File: config.mk
export PLATFORM = sky130hd
export DESIGN_NAME = fetch_stage
export DESIGN_NICKNAME = d
export VERILOG_FILES = /design/src/rtl/fetch_stage.sv
export SDC_FILE = /design/constraint.sdc
export NUM_CORES = 1
export LEC_CHECK = 0
export CAP_MARGIN = 25
export CORE_MARGIN = 2
export CORE_UTILIZATION = 53
export CTS_CLUSTER_DIAMETER = 200
export DETAILED_ROUTE_END_ITERATION = 8
export MAX_ROUTING_LAYER = met4
export PLACE_DENSITY = 0.87
export REMOVE_ABC_BUFFERS = 1
export SETUP_SLACK_MARGIN = 0.1
export SYNTH_ARGS = -nofsm -noshare
export SYNTH_HDL_FRONTEND = slang
export SYNTH_SLANG_ARGS = --single-unit
File: constraint.sdc
create_clock -name Clock -period 2.98 [get_ports Clock]
set_input_delay 0.894 -clock Clock [delete_from_list [all_inputs] [get_ports Clock]]
set_output_delay 0.894 -clock Clock [all_outputs]
set_load 0.01 [all_outputs]
File: src/rtl/fetch_stage.sv
// Instruction-fetch stage: owns the PC, issues ready-handshake fetches, and drives the
// IF/ID register. A one-entry skid buffer absorbs decode stalls; redirects drop wrong-path responses.
module fetch_stage #(
  parameter logic [31:0] RESET_VECTOR = 32'h0000_0000,
  parameter logic [31:0] NOP_INSTR    = 32'h0000_0000
) (
  input  logic        Clock,
  input  logic        Reset,
  input  logic        Stall,
  input  logic        RedirectValid,
  input  logic [31:0] RedirectAddr,
  output logic        IMemReq,
  output logic [31:0] IMemAddr,
  input  logic        IMemReady,
  input  logic [31:0] IMemData,
  output logic [31:0] Instruction,
  output logic [31:0] PCAddrIncOut,
  output logic        InstrValid
);

  typedef enum logic [1:0] {
    IDLE = 2'd0,
    REQ  = 2'd1,
    HOLD = 2'd2,
    DROP = 2'd3
  } state_t;

  state_t      r_state;
  logic [31:0] r_pc;
  logic [31:0] r_pending;
  logic [31:0] r_skid_instr;
  logic [31:0] r_skid_pcinc;
  logic        r_skid_valid;
  logic        r_imem_req;
  logic [31:0] r_instr;
  logic [31:0] r_pcinc;
  logic        r_valid;

  logic [31:0] w_redirect_target;
  logic [31:0] w_pc_inc;

  assign w_redirect_target = {RedirectAddr[31:2], 2'b00};
  assign w_pc_inc          = r_pc + 32'd4;

  assign IMemReq      = r_imem_req;
  assign IMemAddr     = r_pc;
  assign Instruction  = r_instr;
  assign PCAddrIncOut = r_pcinc;
  assign InstrValid   = r_valid;

  // NOTE: every state element, including buffer data and the pending target, is reset so that
  // a mid-operation reset leaves no trace of the earlier program flow.
  always_ff @(posedge Clock) begin
    if (Reset) begin
      r_state      <= IDLE;
      r_pc         <= RESET_VECTOR;
      r_pending    <= RESET_VECTOR;
      r_skid_instr <= NOP_INSTR;
      r_skid_pcinc <= 32'd0;
      r_skid_valid <= 1'b0;
      r_imem_req   <= 1'b0;
      r_instr      <= NOP_INSTR;
      r_pcinc      <= 32'd0;
      r_valid      <= 1'b0;
    end else begin
      // Redirect flush applies in every state, regardless of Stall.
      if (RedirectValid) begin
        r_valid      <= 1'b0;
        r_instr      <= NOP_INSTR;
        r_skid_valid <= 1'b0;
      end

      case (r_state)
        IDLE: begin
          r_state    <= REQ;
          r_imem_req <= 1'b1;
          if (RedirectValid) begin
            r_pc <= w_redirect_target;
          end
        end

        REQ: begin
          if (RedirectValid) begin
            if (IMemReady) begin
              r_pc <= w_redirect_target;
            end else begin
              // Address must not change mid-request; park the target until the old fetch completes.
              r_pending <= w_redirect_target;
              r_state   <= DROP;
            end
          end else if (IMemReady) begin
            r_pc <= w_pc_inc;
            if (!Stall) begin
              r_instr <= IMemData;
              r_pcinc <= w_pc_inc;
              r_valid <= 1'b1;
            end else begin
              r_skid_instr <= IMemData;
              r_skid_pcinc <= w_pc_inc;
              r_skid_valid <= 1'b1;
              r_state      <= HOLD;
              r_imem_req   <= 1'b0;
            end
          end else if (!Stall) begin
            r_valid <= 1'b0;
            r_instr <= NOP_INSTR;
          end
        end

        HOLD: begin
          if (RedirectValid) begin
            r_pc       <= w_redirect_target;
            r_state    <= REQ;
            r_imem_req <= 1'b1;
          end else if (!Stall && r_skid_valid) begin
            r_instr      <= r_skid_instr;
            r_pcinc      <= r_skid_pcinc;
            r_valid      <= 1'b1;
            r_skid_valid <= 1'b0;
            r_state      <= REQ;
            r_imem_req   <= 1'b1;
          end
        end

        DROP: begin
          if (RedirectValid) begin
            if (IMemReady) begin
              r_pc    <= w_redirect_target;
              r_state <= REQ;
            end else begin
              r_pending <= w_redirect_target;
            end
          end else if (IMemReady) begin
            r_pc    <= r_pending;
            r_state <= REQ;
          end
        end

        default: begin
          r_state    <= IDLE;
          r_imem_req <= 1'b0;
        end
      endcase
    end
  end

`ifndef SYNTHESIS
  a_addr_aligned : assert property (@(posedge Clock) disable iff (Reset)
    IMemReq |-> (IMemAddr[1:0] == 2'b00));

  a_addr_stable : assert property (@(posedge Clock) disable iff (Reset)
    (IMemReq && !IMemReady) |=> (IMemAddr == $past(IMemAddr)));

  a_skid_in_hold : assert property (@(posedge Clock) disable iff (Reset)
    r_skid_valid == (r_state == HOLD));

  a_no_req_in_hold : assert property (@(posedge Clock) disable iff (Reset)
    (r_state == HOLD || r_state == IDLE) |-> !IMemReq);
`endif

endmodule
==> impl_results.md <==
- Switching part of the total: 0.293
- Pwr Density: 574 nW/µm²
- Cells after Synth: 1170
- Drt via density: 6.14
- Detailed placement HPWL: 19200 µm
- Area after DPL: 11300 µm²
- WL/cell: 18.1 µm
- Worst rel slew slack: 0.499
- Initial core utilization: 0.538
- Core Area: 17100 µm²
- Psw: 2010 µW
- Synthesis Warnings: 0
- Final hold violation count: 0
- Critical Path Source Type: input port
- Final Setup Violations: 0
- Post-CTS Resized: 0
- Die height: 136 µm
- Post-Syn Area: 9210 µm²
- Unrepaired setup endpoints after global routing: false
- Clk_lat worst skew: 0.44 ns
- Fin nets: 1380
- Worst-margin pin slew: 0.742 ns
- Crit. Startpoint: IMemReady
- Clock Power Share: 0.379
- Setup crit end kind: register
- Final worst-path cycle share: 0.856
- Hold Startpoint: PCAddrIncOut[11]
- Crit path kind: in2reg
- Setup Skew: 0.00661 ns
- Full die area: 18400 µm²
- DR pass1 iterations: 7
- Die Wd: 136 µm
- EDFF count, synth: 0
- Clk sink count: 195
- Static Leakage: 0.00410 µW
- Root Driver: clkbuf_16
- Worst endpoint required time: 3.36 ns
- Number of port buffers: 164
- DRT antenna net count: 0
- Congestion Overflow GR: 0
- Yosys reg bits: 195
- Tmin final: 2.55 ns
- Initial antenna violation count: 0
- Cts hold-fix bufs: 0
- Seq/Total Area, Yosys: 0.424
- Core Util, Final: 0.698
- Post-CTS Setup Bufs: 0
- Vias in the first global route: 8819
- Synth async-reset ratio: 0
- Hold Path Class: reg2reg
- Internal cell power: 4850 µW
- Total of max-cap violations: 0
- Area Growth Syn to Fin: 29.7%
- Gate power share: 0.201
- Worst vdd ir: 0.000434 V
- Flop pwr share: 0.420
- Num CTS Buffers: 17
- Most frequent cells in the layout: 200 x nand2_1, 195 x dfxtp_1, 163 x clkdlybuf4s50_1
- Final instance area: 11900 µm²
- Gpl congestion: 0.941
- Commonest non-fill, non-tap cell in the layout: nand2_1
- I/O pin count: 167
- Final Max Tran Viols: 0
- Ant diodes: 0
- Initial drt markers: 1058
- Arrival @ worst endpoint: 2.93 ns
- Clk buf depth: 2
- RR Startpoint: IMemAddr[15]
- Wirelength, routed: 28000 µm
- H-tree lvl count: 4
- Largest net degree at the start of global routing: 83
- First-pass GRT wire length: 44600 µm
- DR vias: 9469
- Worst-path clk slew: 0.07 ns
- Clock tree from TritonCTS: done
- Row count: 48
- Mapped Avg Cell Area: 7.87 µm²
- GRT Util Overall: 0.308
- Max Fclk: 392 MHz
- Layout cells sized above 1: 0.0827
- Status: finished, final reports clean
- Residual DRC: 0
- Critical path peak fanout: 16
- Unique masters post-synth: 57
- Ys flop type: dfxtp_1
cell families (layout without fill, tap and decap cells):
group | after synthesis | in the layout | synth area share
adder cells (fa/ha/maj) | 5 | 5 | 0.00679
buffers and inverters | 124 | 272 | 0.0535
AND/OR/NAND/NOR | 406 | 406 | 0.193
AO/OA/AOI/OAI | 398 | 398 | 0.279
XOR/XNOR | 16 | 16 | 0.0152
multiplexers | 26 | 26 | 0.0284
flip-flops | 195 | 195 | 0.424
metrics by stage:
stage	std cells	TNS (ns)	power, µW	hold WS (ns)	setup WS [ns]
after global routing	1543	0	7110	0.470	0.287
after global placement	1511	0	4250	0.436	0.0102
final	1543	0	6860	0.450	0.430
after floorplan	1064	-141.27	3590	0.425	-1.88
after CTS	1543	0	6850	0.454	0.464
after detailed placement	1512	0	4290	0.445	0.0309
layer usage:
layer | track usage | share of wire
met1 | 0.382 | 0.41
met2 | 0.502 | 0.48
met3 | 0.0641 | 0.087
met4 | 0.106 | 0.023
met5 | - | 0
state kept, by name (all words and copies together) (netlist names):
| name | count |
|---|---|
| InstrValid | 1 |
| r_skid_instr | 32 |
| PCAddrIncOut | 32 |
| r_skid_valid | 1 |
| r_state | 2 |
| IMemAddr | 32 |
| r_skid_pcinc | 32 |
| r_pending | 30 |
| Instruction | 32 |
| IMemReq | 1 |
power groups by stage:
stage	Sequential, µW	Combinational, µW	Clock (µW)
6_report	2880	1380	2600
4_1_cts	2870	1370	2610
3_3_place_gp	2920	1320	0
5_1_grt	2890	1490	2720
3_5_place_dp	2930	1360	0
2_1_floorplan	2930	658	0
worst max-delay path: stages:
cell and delay [ns]:
clkdlybuf4s50_1 0.59, mux2i_1 0.13, or4_1 0.49, buf_4 0.24, a311oi_1 0.40, a21oi_1 0.09
nor2_1 0.10
final timing paths:
kind	slack (ns)	cells after the start	end
hold reg to reg	0.45	2	PCAddrIncOut[11]
setup reg to reg	0.50	5	PCAddrIncOut[23]
setup / recovery	0.43	7	PCAddrIncOut[7]
hold / removal	0.45	2	PCAddrIncOut[11]
cell type report:
cell class	count	area, µm²
sequential	195	3900
inverter	18	67.6
tap	225	282
clock buffer	18	439
fill	1368	5180
clock inverter	13	220
multi-input combinational	851	4840
timing repair buffer	223	2190
cells in the mapped netlist (6+ instances only):
| cell | number | area share |
|---|---|---|
| nand3_1 | 23 | 0.012 |
| buf_2 | 12 | 0.0065 |
| nand2_1 | 200 | 0.082 |
| o22ai_1 | 11 | 0.0075 |
| a31oi_1 | 13 | 0.0088 |
| a21oi_1 | 129 | 0.070 |
| clkbuf_1 | 85 | 0.035 |
| nor3_1 | 29 | 0.016 |
| a311oi_1 | 6 | 0.0057 |
| a22o_1 | 33 | 0.031 |
| nor4_1 | 12 | 0.0082 |
| nor2_1 | 90 | 0.037 |
| a211oi_1 | 14 | 0.011 |
| inv_1 | 17 | 0.0069 |
| o31ai_1 | 7 | 0.0057 |
| nand2b_1 | 9 | 0.0061 |
| a22oi_1 | 66 | 0.054 |
| dfxtp_1 | 195 | 0.42 |
| mux2i_1 | 25 | 0.027 |
| nand4_1 | 11 | 0.0075 |
| xnor2_1 | 8 | 0.0076 |
| o21ai_0 | 66 | 0.036 |
| xor2_1 | 8 | 0.0076 |
| o211ai_1 | 8 | 0.0065 |
Note: power is estimated with default switching activity, not from simulation.
==> RTL change: new RTL, same flow settings <==
Reset style: asynchronous (`Reset`), changed in one clocked block.
--- a/src/rtl/fetch_stage.sv
+++ b/src/rtl/fetch_stage.sv
@@ -50,7 +50,7 @@
 
   // NOTE: every state element, including buffer data and the pending target, is reset so that
   // a mid-operation reset leaves no trace of the earlier program flow.
-  always_ff @(posedge Clock) begin
+  always_ff @(posedge Clock or posedge Reset) begin
     if (Reset) begin
       r_state      <= IDLE;
       r_pc         <= RESET_VECTOR;
Behaviour: not the same (Yosys sat finds a counterexample within 4 cycles, from zero or initial values and one cycle with Reset high; the reset may be asserted at any time).
==> RTL change against the original RTL <==
Sequential cell count stayed put; critical path depth is the same; area after synthesis grew 0.60%; first-iteration DRC count fell by 34%; routed wire length is 13% lower; cell area grew 0.18%; via count shrank 19%; worst setup slack got worse by 0.0070 ns; clock skew up 0.0017 ns; critical path type is now register to register.
Power is not compared: it rests on default switching activity, and its combinational part moved more than twofold at a synthesized area within 25%.
==> RTL change: results (changes against the original RTL) <==
metric;value;unit;change
Post-DP Area;11400;µm²;+0.93%
RePlAce Congestion;0.856;;-9.0%
Commonest cells post-synth;dfrtp_1 (195), mux2_2 (74), o21ai_0 (73);;
top cells by area, synth;dfrtp_1 (53%), mux2_2 (9.0%), o21ai_0 (3.9%);;
1st-pass router iterations;6;;-1
worst reg2reg path depth;7;;+2
Top Metal Used;met4;;
DP HPWL;16500;µm;-14%
DP Cell Count;1210;;-20%
crit path launch;r_state[0]$_DFFE_PP0P_;;
Routed WL;24500;µm;-13%
max_slew headroom;52.5;%;+2.5 points
number of distinct library cells after synthesis;63;;+11%
RR Endpoint;IMemAddr[26]$_DFFE_PP0P_;;
outcome;finished clean;;
first-pass GRT wire length;39300;µm;-12%
grt met2 use;45.1;%;-5.1 points
crit-path leading delay family;compound AO/OA/AOI/OAI gates;;
met3 Resource Use GR;5.52;%;-0.89 points
flop-to-flop setup slack;0.42;ns;-0.08 ns
CP peak stage delay;0.50;ns;-0.09 ns
Data arrival, critical path;2.87;ns;-0.06 ns
Routed WL per cell;19.7;µm;+8.5%
WHS Endpoint;PCAddrIncOut[9]$_DFFE_PP0P_;;
Final Skew;0.00832;ns;+0.00170 ns
Worst Min Path Start;PCAddrIncOut[9]$_DFFE_PP0P_;;
hold slack;0.482;ns;+0.0320 ns
Final Cycle Share;85.8;%;+0.24 points
layout cells sized above 1;17.1;%;+8.8 points
asr flop ratio synth;100;%;+100 points
Power Total;11.0;mW;
met2 wire len;11900;µm;-12%
nets;1078;;-22%
sequential-to-total area share from yosys stat;52.7;%;+10 points
met1 Usage GRT;36.1;%;-2.0 points
Tot GR Track Use;27.9;%;-2.9 points
largest net degree at the start of global routing;72;;-13%
Avg Cell Area, Syn;10.9;µm²;+38%
Worst path slowest cell;nor2_1;;
Yosys top cell area share;52.7;%;+10 points
pre-CTS setup slack;0.0577;ns;+0.0268 ns
Worst-path clk slew;0.07;ns;about the same
vias per cell;6.17;;+0.51%
==> RTL change: changes by cell type in the layout (fill, tap and decap cells not counted), moves of 18 or more <==
cell	change
a21oi_1	-100
a22o_1	-29
mux2_2	+73
o2bb2ai_1	+34
dfrtp_1	+195
buf_4	-18
nand2_1	-131
nor2_1	-40
a222oi_1	+26
a22oi_1	-32
dfxtp_1	-195
nor3_1	-20
==> RTL change: logic make-up after synthesis <==
logic type      share of synthesized area (%)
fa+ha+maj                               0.675
buf+inv                                  4.01
compound gates                           19.8
simple gates                             10.4
xor+xnor                                 2.55
mux                                      9.86
flops                                    52.7
==> RTL change: layout make-up <==
class	count	area, µm²
Inverter	19	78.8
Clock inverter	12	129
Sequential cell	195	4880
Timing Repair Buffer	206	2070
Clock buffer	20	447
Multi-Input combinational cell	565	4080
Tap cell	225	282
Fill cell	1243	5220
==> RTL change: tightest hold or removal path, delay by kind of cell (launching register included) <==
family          cells  cell delay (ns)
compound gates      1             0.06
flops               1             0.34
simple gates        1             0.05
